$ cat src/rtl/keypad_scanner_pkg.sv
// keypad_scanner_pkg
//   Shared types and constants for the 4x4 keypad scanner:
//   FSM state enumeration, column drive patterns, frame classification
//   and a helper that classifies a 16-bit frame in one call.
package keypad_scanner_pkg;

   typedef enum logic [1:0] {
      ST_IDLE     = 2'd0,
      ST_DEBOUNCE = 2'd1,
      ST_PRESSED  = 2'd2,
      ST_RELEASE  = 2'd3
   } kp_state_e;

   typedef enum logic [1:0] {
      FR_EMPTY  = 2'd0,
      FR_SINGLE = 2'd1,
      FR_MULTI  = 2'd2
   } frame_class_e;

   typedef struct packed {
      frame_class_e cls;
      logic [3:0]   code;
   } frame_info_t;

   // Active-low one-hot column drive, indexed by column number.
   localparam logic [3:0][3:0] COL_DRIVE = {4'b0111, 4'b1011, 4'b1101, 4'b1110};

   // Classify a frame and, for a single press, report its bit position.
   function automatic frame_info_t frame_eval(input logic [15:0] f);
      frame_info_t fi;
      int          n;
      n       = 0;
      fi.code = 4'h0;
      for (int i = 0; i < 16; i++) begin
         if (f[i]) begin
            n       = n + 1;
            fi.code = 4'(i);
         end
      end
      if (n == 0)      fi.cls = FR_EMPTY;
      else if (n == 1) fi.cls = FR_SINGLE;
      else             fi.cls = FR_MULTI;
      return fi;
   endfunction

endpackage

$ cat src/rtl/keypad_scanner_scan_timer.sv
// scan_timer
//   Prescaler counting 0..SCAN_DIV-1; the terminal count is the tick.
//   The column index advances 0..3 on every tick.
//   Ports: clk, reset_n (sync, active-low), tick (1 cycle per SCAN_DIV),
//          col_idx (currently driven column).
module scan_timer #(
   parameter int SCAN_DIV = 50000
) (
   input  logic       clk,
   input  logic       reset_n,
   output logic       tick,
   output logic [1:0] col_idx
);

   localparam int PW = (SCAN_DIV > 2) ? $clog2(SCAN_DIV) : 1;

   logic [PW-1:0] presc;

   assign tick = (presc == PW'(SCAN_DIV - 1));

   always_ff @(posedge clk) begin
      if (!reset_n) begin
         presc   <= '0;
         col_idx <= 2'd0;
      end else if (tick) begin
         presc   <= '0;
         col_idx <= col_idx + 2'd1;
      end else begin
         presc   <= presc + PW'(1);
      end
   end

endmodule

$ cat src/rtl/keypad_scanner.sv
// keypad_scanner
//   Scans a 4x4 active-low keypad one column per SCAN_DIV cycles, builds a
//   16-bit frame per full scan and debounces single presses over
//   DEBOUNCE_CNT frames. Only one key is reported at a time (no rollover).
//   Ports: clk, reset_n (sync, active-low), rows (async, active-low),
//          cols (active-low one-hot drive), key_code (row*4+col of the last
//          accepted key), key_valid (1-cycle accept pulse), key_held.
module keypad_scanner
   import keypad_scanner_pkg::*;
#(
   parameter int SCAN_DIV     = 50000,
   parameter int DEBOUNCE_CNT = 4
) (
   input  logic       clk,
   input  logic       reset_n,
   input  logic [3:0] rows,
   output logic [3:0] cols,
   output logic [3:0] key_code,
   output logic       key_valid,
   output logic       key_held
);

   localparam logic [3:0] DB = 4'(DEBOUNCE_CNT);

   logic        tick;
   logic [1:0]  col_idx;
   logic [3:0]  row_s1, row_s2;
   logic [15:0] frame_acc, frame_now, col_bits;
   logic        frame_end;
   frame_info_t fi;
   logic        has_cand;

   kp_state_e   state, state_nxt;
   logic [3:0]  cand, cand_nxt;
   logic [3:0]  cnt, cnt_nxt, cnt_inc;
   logic        accept;

   scan_timer #(.SCAN_DIV(SCAN_DIV)) u_timer (
      .clk     (clk),
      .reset_n (reset_n),
      .tick    (tick),
      .col_idx (col_idx)
   );

   // Two-flop synchronizer; idle (all released) after reset.
   always_ff @(posedge clk) begin
      if (!reset_n) begin
         row_s1 <= 4'hF;
         row_s2 <= 4'hF;
      end else begin
         row_s1 <= rows;
         row_s2 <= row_s1;
      end
   end

   // Bits pressed in the active column, placed at row*4+col.
   always_comb begin
      col_bits = '0;
      for (int r = 0; r < 4; r++)
         col_bits[{r[1:0], col_idx}] = ~row_s2[r];
   end

   // The column-3 sample is folded in combinationally so the frame is
   // evaluated on the same cycle it completes.
   assign frame_now = frame_acc | (tick ? col_bits : 16'h0000);
   assign frame_end = tick && (col_idx == 2'd3);
   assign fi        = frame_eval(frame_now);
   assign has_cand  = frame_now[cand];
   assign cnt_inc   = cnt + 4'd1;

   always_ff @(posedge clk) begin
      if (!reset_n)       frame_acc <= '0;
      else if (frame_end) frame_acc <= '0;
      else if (tick)      frame_acc <= frame_now;
   end

   // State register
   always_ff @(posedge clk) begin
      if (!reset_n) begin
         state     <= ST_IDLE;
         cand      <= 4'h0;
         cnt       <= 4'h0;
         key_code  <= 4'h0;
         key_valid <= 1'b0;
      end else begin
         state     <= state_nxt;
         cand      <= cand_nxt;
         cnt       <= cnt_nxt;
         key_valid <= accept;
         if (accept) key_code <= cand_nxt;
      end
   end

   // Next-state logic; everything moves only at frame-end.
   always_comb begin
      state_nxt = state;
      cand_nxt  = cand;
      cnt_nxt   = cnt;
      accept    = 1'b0;
      if (frame_end) begin
         unique case (state)
            ST_IDLE: begin
               if (fi.cls == FR_SINGLE) begin
                  cand_nxt = fi.code;
                  if (DB == 4'd1) begin
                     state_nxt = ST_PRESSED;
                     cnt_nxt   = 4'd0;
                     accept    = 1'b1;
                  end else begin
                     state_nxt = ST_DEBOUNCE;
                     cnt_nxt   = 4'd1;
                  end
               end
            end
            ST_DEBOUNCE: begin
               if (fi.cls == FR_SINGLE) begin
                  if (fi.code == cand) begin
                     if (cnt_inc == DB) begin
                        state_nxt = ST_PRESSED;
                        cnt_nxt   = 4'd0;
                        accept    = 1'b1;
                     end else begin
                        cnt_nxt = cnt_inc;
                     end
                  end else begin
                     cand_nxt = fi.code;
                     cnt_nxt  = 4'd1;
                  end
               end else begin
                  state_nxt = ST_IDLE;
                  cnt_nxt   = 4'd0;
               end
            end
            ST_PRESSED: begin
               if (!has_cand) begin
                  if (fi.cls == FR_EMPTY) begin
                     // A single empty frame already completes release when
                     // only one agreeing frame is required.
                     state_nxt = (DB == 4'd1) ? ST_IDLE : ST_RELEASE;
                     cnt_nxt   = (DB == 4'd1) ? 4'd0 : 4'd1;
                  end else begin
                     state_nxt = ST_RELEASE;
                     cnt_nxt   = 4'd0;
                  end
               end
            end
            ST_RELEASE: begin
               if (has_cand) begin
                  state_nxt = ST_PRESSED;
                  cnt_nxt   = 4'd0;
               end else if (fi.cls == FR_EMPTY) begin
                  if (cnt_inc >= DB) begin
                     state_nxt = ST_IDLE;
                     cnt_nxt   = 4'd0;
                  end else begin
                     cnt_nxt = cnt_inc;
                  end
               end else begin
                  cnt_nxt = 4'd0;
               end
            end
            default: state_nxt = ST_IDLE;
         endcase
      end
   end

   // Outputs
   always_comb begin
      cols     = COL_DRIVE[col_idx];
      key_held = (state == ST_PRESSED) || (state == ST_RELEASE);
   end

endmodule

$ cat config.mk
export PLATFORM = sky130hd
export DESIGN_NAME = keypad_scanner
export DESIGN_NICKNAME = d
export VERILOG_FILES = /design/src/rtl/keypad_scanner_pkg.sv /design/src/rtl/keypad_scanner_scan_timer.sv /design/src/rtl/keypad_scanner.sv
export SDC_FILE = /design/constraint.sdc
export NUM_CORES = 1
export LEC_CHECK = 0
export ABC_AREA = 0
export BUFFER_PORTS_ARGS = -buffer_cell sky130_fd_sc_hd__buf_2
export CAP_MARGIN = 20
export CORE_AREA = 3 3 197 103
export CTS_CLUSTER_DIAMETER = 100
export CTS_CLUSTER_SIZE = 24
export DETAILED_ROUTE_END_ITERATION = 8
export DIE_AREA = 0 0 200 106
export SLEW_MARGIN = 25
export SYNTH_ARGS = -nofsm -noshare
export SYNTH_HDL_FRONTEND = slang
export SYNTH_SLANG_ARGS = --single-unit
export TNS_END_PERCENT = 20
$ cat constraint.sdc
create_clock -name clk -period 16.2 [get_ports clk]
set_clock_uncertainty 0.05 [all_clocks]
set_input_delay 4.05 -clock clk [delete_from_list [all_inputs] [get_ports clk]]
set_output_delay 4.05 -clock clk [all_outputs]
set_load 0.02 [all_outputs]
==> flow_metrics.env <==
export IMPL_io_buffer_count=15
export IMPL_cp_num_buf_inv=3
export IMPL_end_kind="flip-flop"
export IMPL_cp_max_fo=9
export IMPL_hold_class="reg -> reg"
export IMPL_clockBufferDepth=2
export IMPL_worst_pin_slew_ns=0.921
export IMPL_synthTopCellsByCount="nor2_1, dfxtp_1, nand2_1"
export IMPL_power_frac_clock=0.556
export IMPL_final_antenna_net_count=0
export IMPL_netlist_instances=606
export IMPL_fillers=1971
export IMPL_num_vias=4534
export IMPL_path_class="reg -> reg"
export IMPL_hold_buffers=0
export IMPL_p_leak_nw=2.24
export IMPL_maxSlewHeadroom=0.383
export IMPL_finalPower_mw=0.334
export IMPL_grt_pass1_wl_mm=20.9
export IMPL_synth_most_common_cell="nor2_1"
export IMPL_report_final_hold_viol_count=0
export IMPL_drt_iter0_markers=353
export IMPL_globalplace_congestion=0.832
export IMPL_worstSkewPairLatency_ns=0.33
export IMPL_die_area_um2=21200
export IMPL_synth_area_leader_cell="dfxtp_1"
export IMPL_clk_pin_slew_ns=0.05
export IMPL_die_w_um=200
export IMPL_cts_made_buffers=9
export IMPL_p_sw_frac=0.203
export IMPL_rows=35
export IMPL_fin_tns_setup_ns=0
export IMPL_syn_nets=634
export IMPL_intPower_mw=0.266
export IMPL_ys_types=89
export IMPL_start_kind="flip-flop"
export IMPL_ys_ff_latch=57
export IMPL_drv_cap=0
export IMPL_setup_violations=0
export IMPL_finalCriticalPeriod_ns=12.46
export IMPL_ys_warn_count=0
export IMPL_finish_utilization=0.304
export IMPL_synth_area_um2=4990
export IMPL_root_buffer="clkbuf_16"
export IMPL_dpl_instance_area_um2=5310
export IMPL_synth_top_area_share=0.229
export IMPL_postLayoutCellArea_um2=5600
export IMPL_max_freq_mhz=80.2
export IMPL_wl_per_cell_um=14.2
export IMPL_syn_mean_instance_area_um2=8.23
export IMPL_yosysSeqAreaShare=0.229
export IMPL_antenna_found_initial=0
export IMPL_seq_area_um2=1140
export IMPL_die_y_um=106
export IMPL_synth_edff_count=0
export IMPL_finalCritPeriodShare=0.769
export IMPL_post_route_drc_count=0
export IMPL_cts_sinks=57
export IMPL_crit_slowest_cell="nor4b_1"
export IMPL_area_growth_pct=12.3
export IMPL_cts_resized=0
export IMPL_status="completed"
export IMPL_worst_path_largest_cell_delay_ns=0.75
export IMPL_grt_use_total=0.119
export IMPL_boundaryPins=16
export IMPL_htreeDepth=3
export IMPL_n_antenna_cell=0
export IMPL_grt_pass1_vias=4241
export IMPL_wirelength_mm=12.4
export IMPL_async_reset_ff_frac=0
export IMPL_synthTopCellsByArea="dfxtp_1, xnor2_1, ha_1, nor2_1, nand2_1"
export IMPL_pwr_share_seq=0.429
export IMPL_synth_ff_type="dfxtp_1"
export IMPL_rsz0062_at_grt="false"
export IMPL_cts_tree="done"
export IMPL_slew_viol_final=0
export IMPL_irDropWorstVdd_mv=0.0517
export IMPL_combPwrFrac=0.015
export IMPL_path_common_cell="ha_1"
export IMPL_hpwl_mm=9.63
export IMPL_powerDensity_nw_per_um2=59.6
export IMPL_core_um2=18400
export IMPL_p_switching_mw=0.0677
export IMPL_postCtsSetupBuffers=0
export IMPL_cp_arrival_ns=12.66
export IMPL_dp_cells=860
export IMPL_initial_core_util=0.271
export IMPL_cp_top_family="simple AND/OR/NAND/NOR gates"
export IMPL_overflow=0
export IMPL_firstDrtPassIters=8
export IMPL_final_nets=640
export IMPL_grt_max_degree=24
export IMPL_crit_required_ns=16.40
export IMPL_layout_cells_non_filler=876
export IMPL_multi_input_area_um2=3670
export IMPL_drt_vias_per_instance=5.18
export IMPL_drive_above_1_share=0.120
==> metal layers <==
layer  share of wire  vias up  track usage
met1            0.50     2191        0.161
li1                -     2238            -
met2            0.45       90        0.194
met3           0.034       15       0.0222
met4           0.015        0       0.0353
met5               0        -            0
==> power by group through the flow <==
stage	sequential, mW	combinational, mW	clock (mW)
floorplan	0.146	0.00340	0
global placement	0.146	0.00520	0
detailed placement	0.146	0.00506	0
CTS	0.143	0.00514	0.190
global route	0.143	0.00589	0.195
finish	0.143	0.00500	0.186
==> worst reg2reg max path, delay by kind of cell (launching register included) <==
kind | cells | cell delay, ns
AND/OR/NAND/NOR | 23 | 4.25
buffers and inverters | 3 | 0.22
adder cells (fa/ha/maj) | 13 | 3.89
multiplexers | 1 | 0.31
flip-flops | 1 | 0.40
AO/OA/AOI/OAI | 17 | 3.27
==> final cells by class <==
type                    instances  share of cell area
clock inverters                 3             0.00715
well taps                     259              0.0578
multi-input cells             504               0.656
clock buffers                  13              0.0447
repair buffers                 16              0.0147
inverters                      24              0.0161
flip-flops and latches         57               0.204
==> metrics by stage <==
stage                     setup slack [ns]  hold slack, ns
after floorplan                       4.98           0.336
after global placement                4.29           0.342
after detailed placement              3.79           0.346
after CTS                             3.78           0.354
after global routing                  2.49           0.386
final                                 3.74           0.353
==> cell families after synthesis <==
group	Yosys count	synth area share
xor+xnor	63	0.145
fa+ha+maj	23	0.0572
mux	13	0.0409
compound gates	145	0.215
flops	57	0.229
buf+inv	45	0.0344
simple gates	260	0.279
==> cell usage in the layout (no fill, tap or decap), types with 7 or more instances in the layout <==
cell type,synthesis,layout
nor2_1,69,69
dfxtp_1,57,57
nand2_1,53,53
xnor2_1,33,33
a21oi_1,26,26
inv_1,23,23
o21ai_0,22,22
ha_1,22,22
nand3_1,20,20
and3_1,18,18
nand2b_1,16,16
nor3_1,15,15
xor2_1,15,15
a21o_1,15,15
buf_2,2,15
nand4_1,12,12
and2_1,9,9
nor4_1,9,9
clkbuf_16,0,9
a31oi_1,8,8
xnor2_2,7,7
o21a_1,7,7
o211a_1,7,7
==> final timing paths <==
| kind | start | to | slack [ns] | cells past startpoint |
|---|---|---|---|---|
| setup / recovery | u_timer.presc[6] | key_code[1] | 3.74 | 57 |
| hold / removal | row_s1[1] | row_s2[1] | 0.35 | 1 |
| setup reg to reg | u_timer.presc[6] | key_code[1] | 3.74 | 57 |
| hold reg to reg | row_s1[1] | row_s2[1] | 0.35 | 1 |
==> registers in the layout (all words and copies together) (netlist names), 2 cells and up <==
register	flops
row_s1	4
u_timer.col_idx	2
key_code	4
frame_acc	16
cnt	4
row_s2	4
u_timer.presc	16
state	2
cand	4
(Power assumes the default switching activity.)
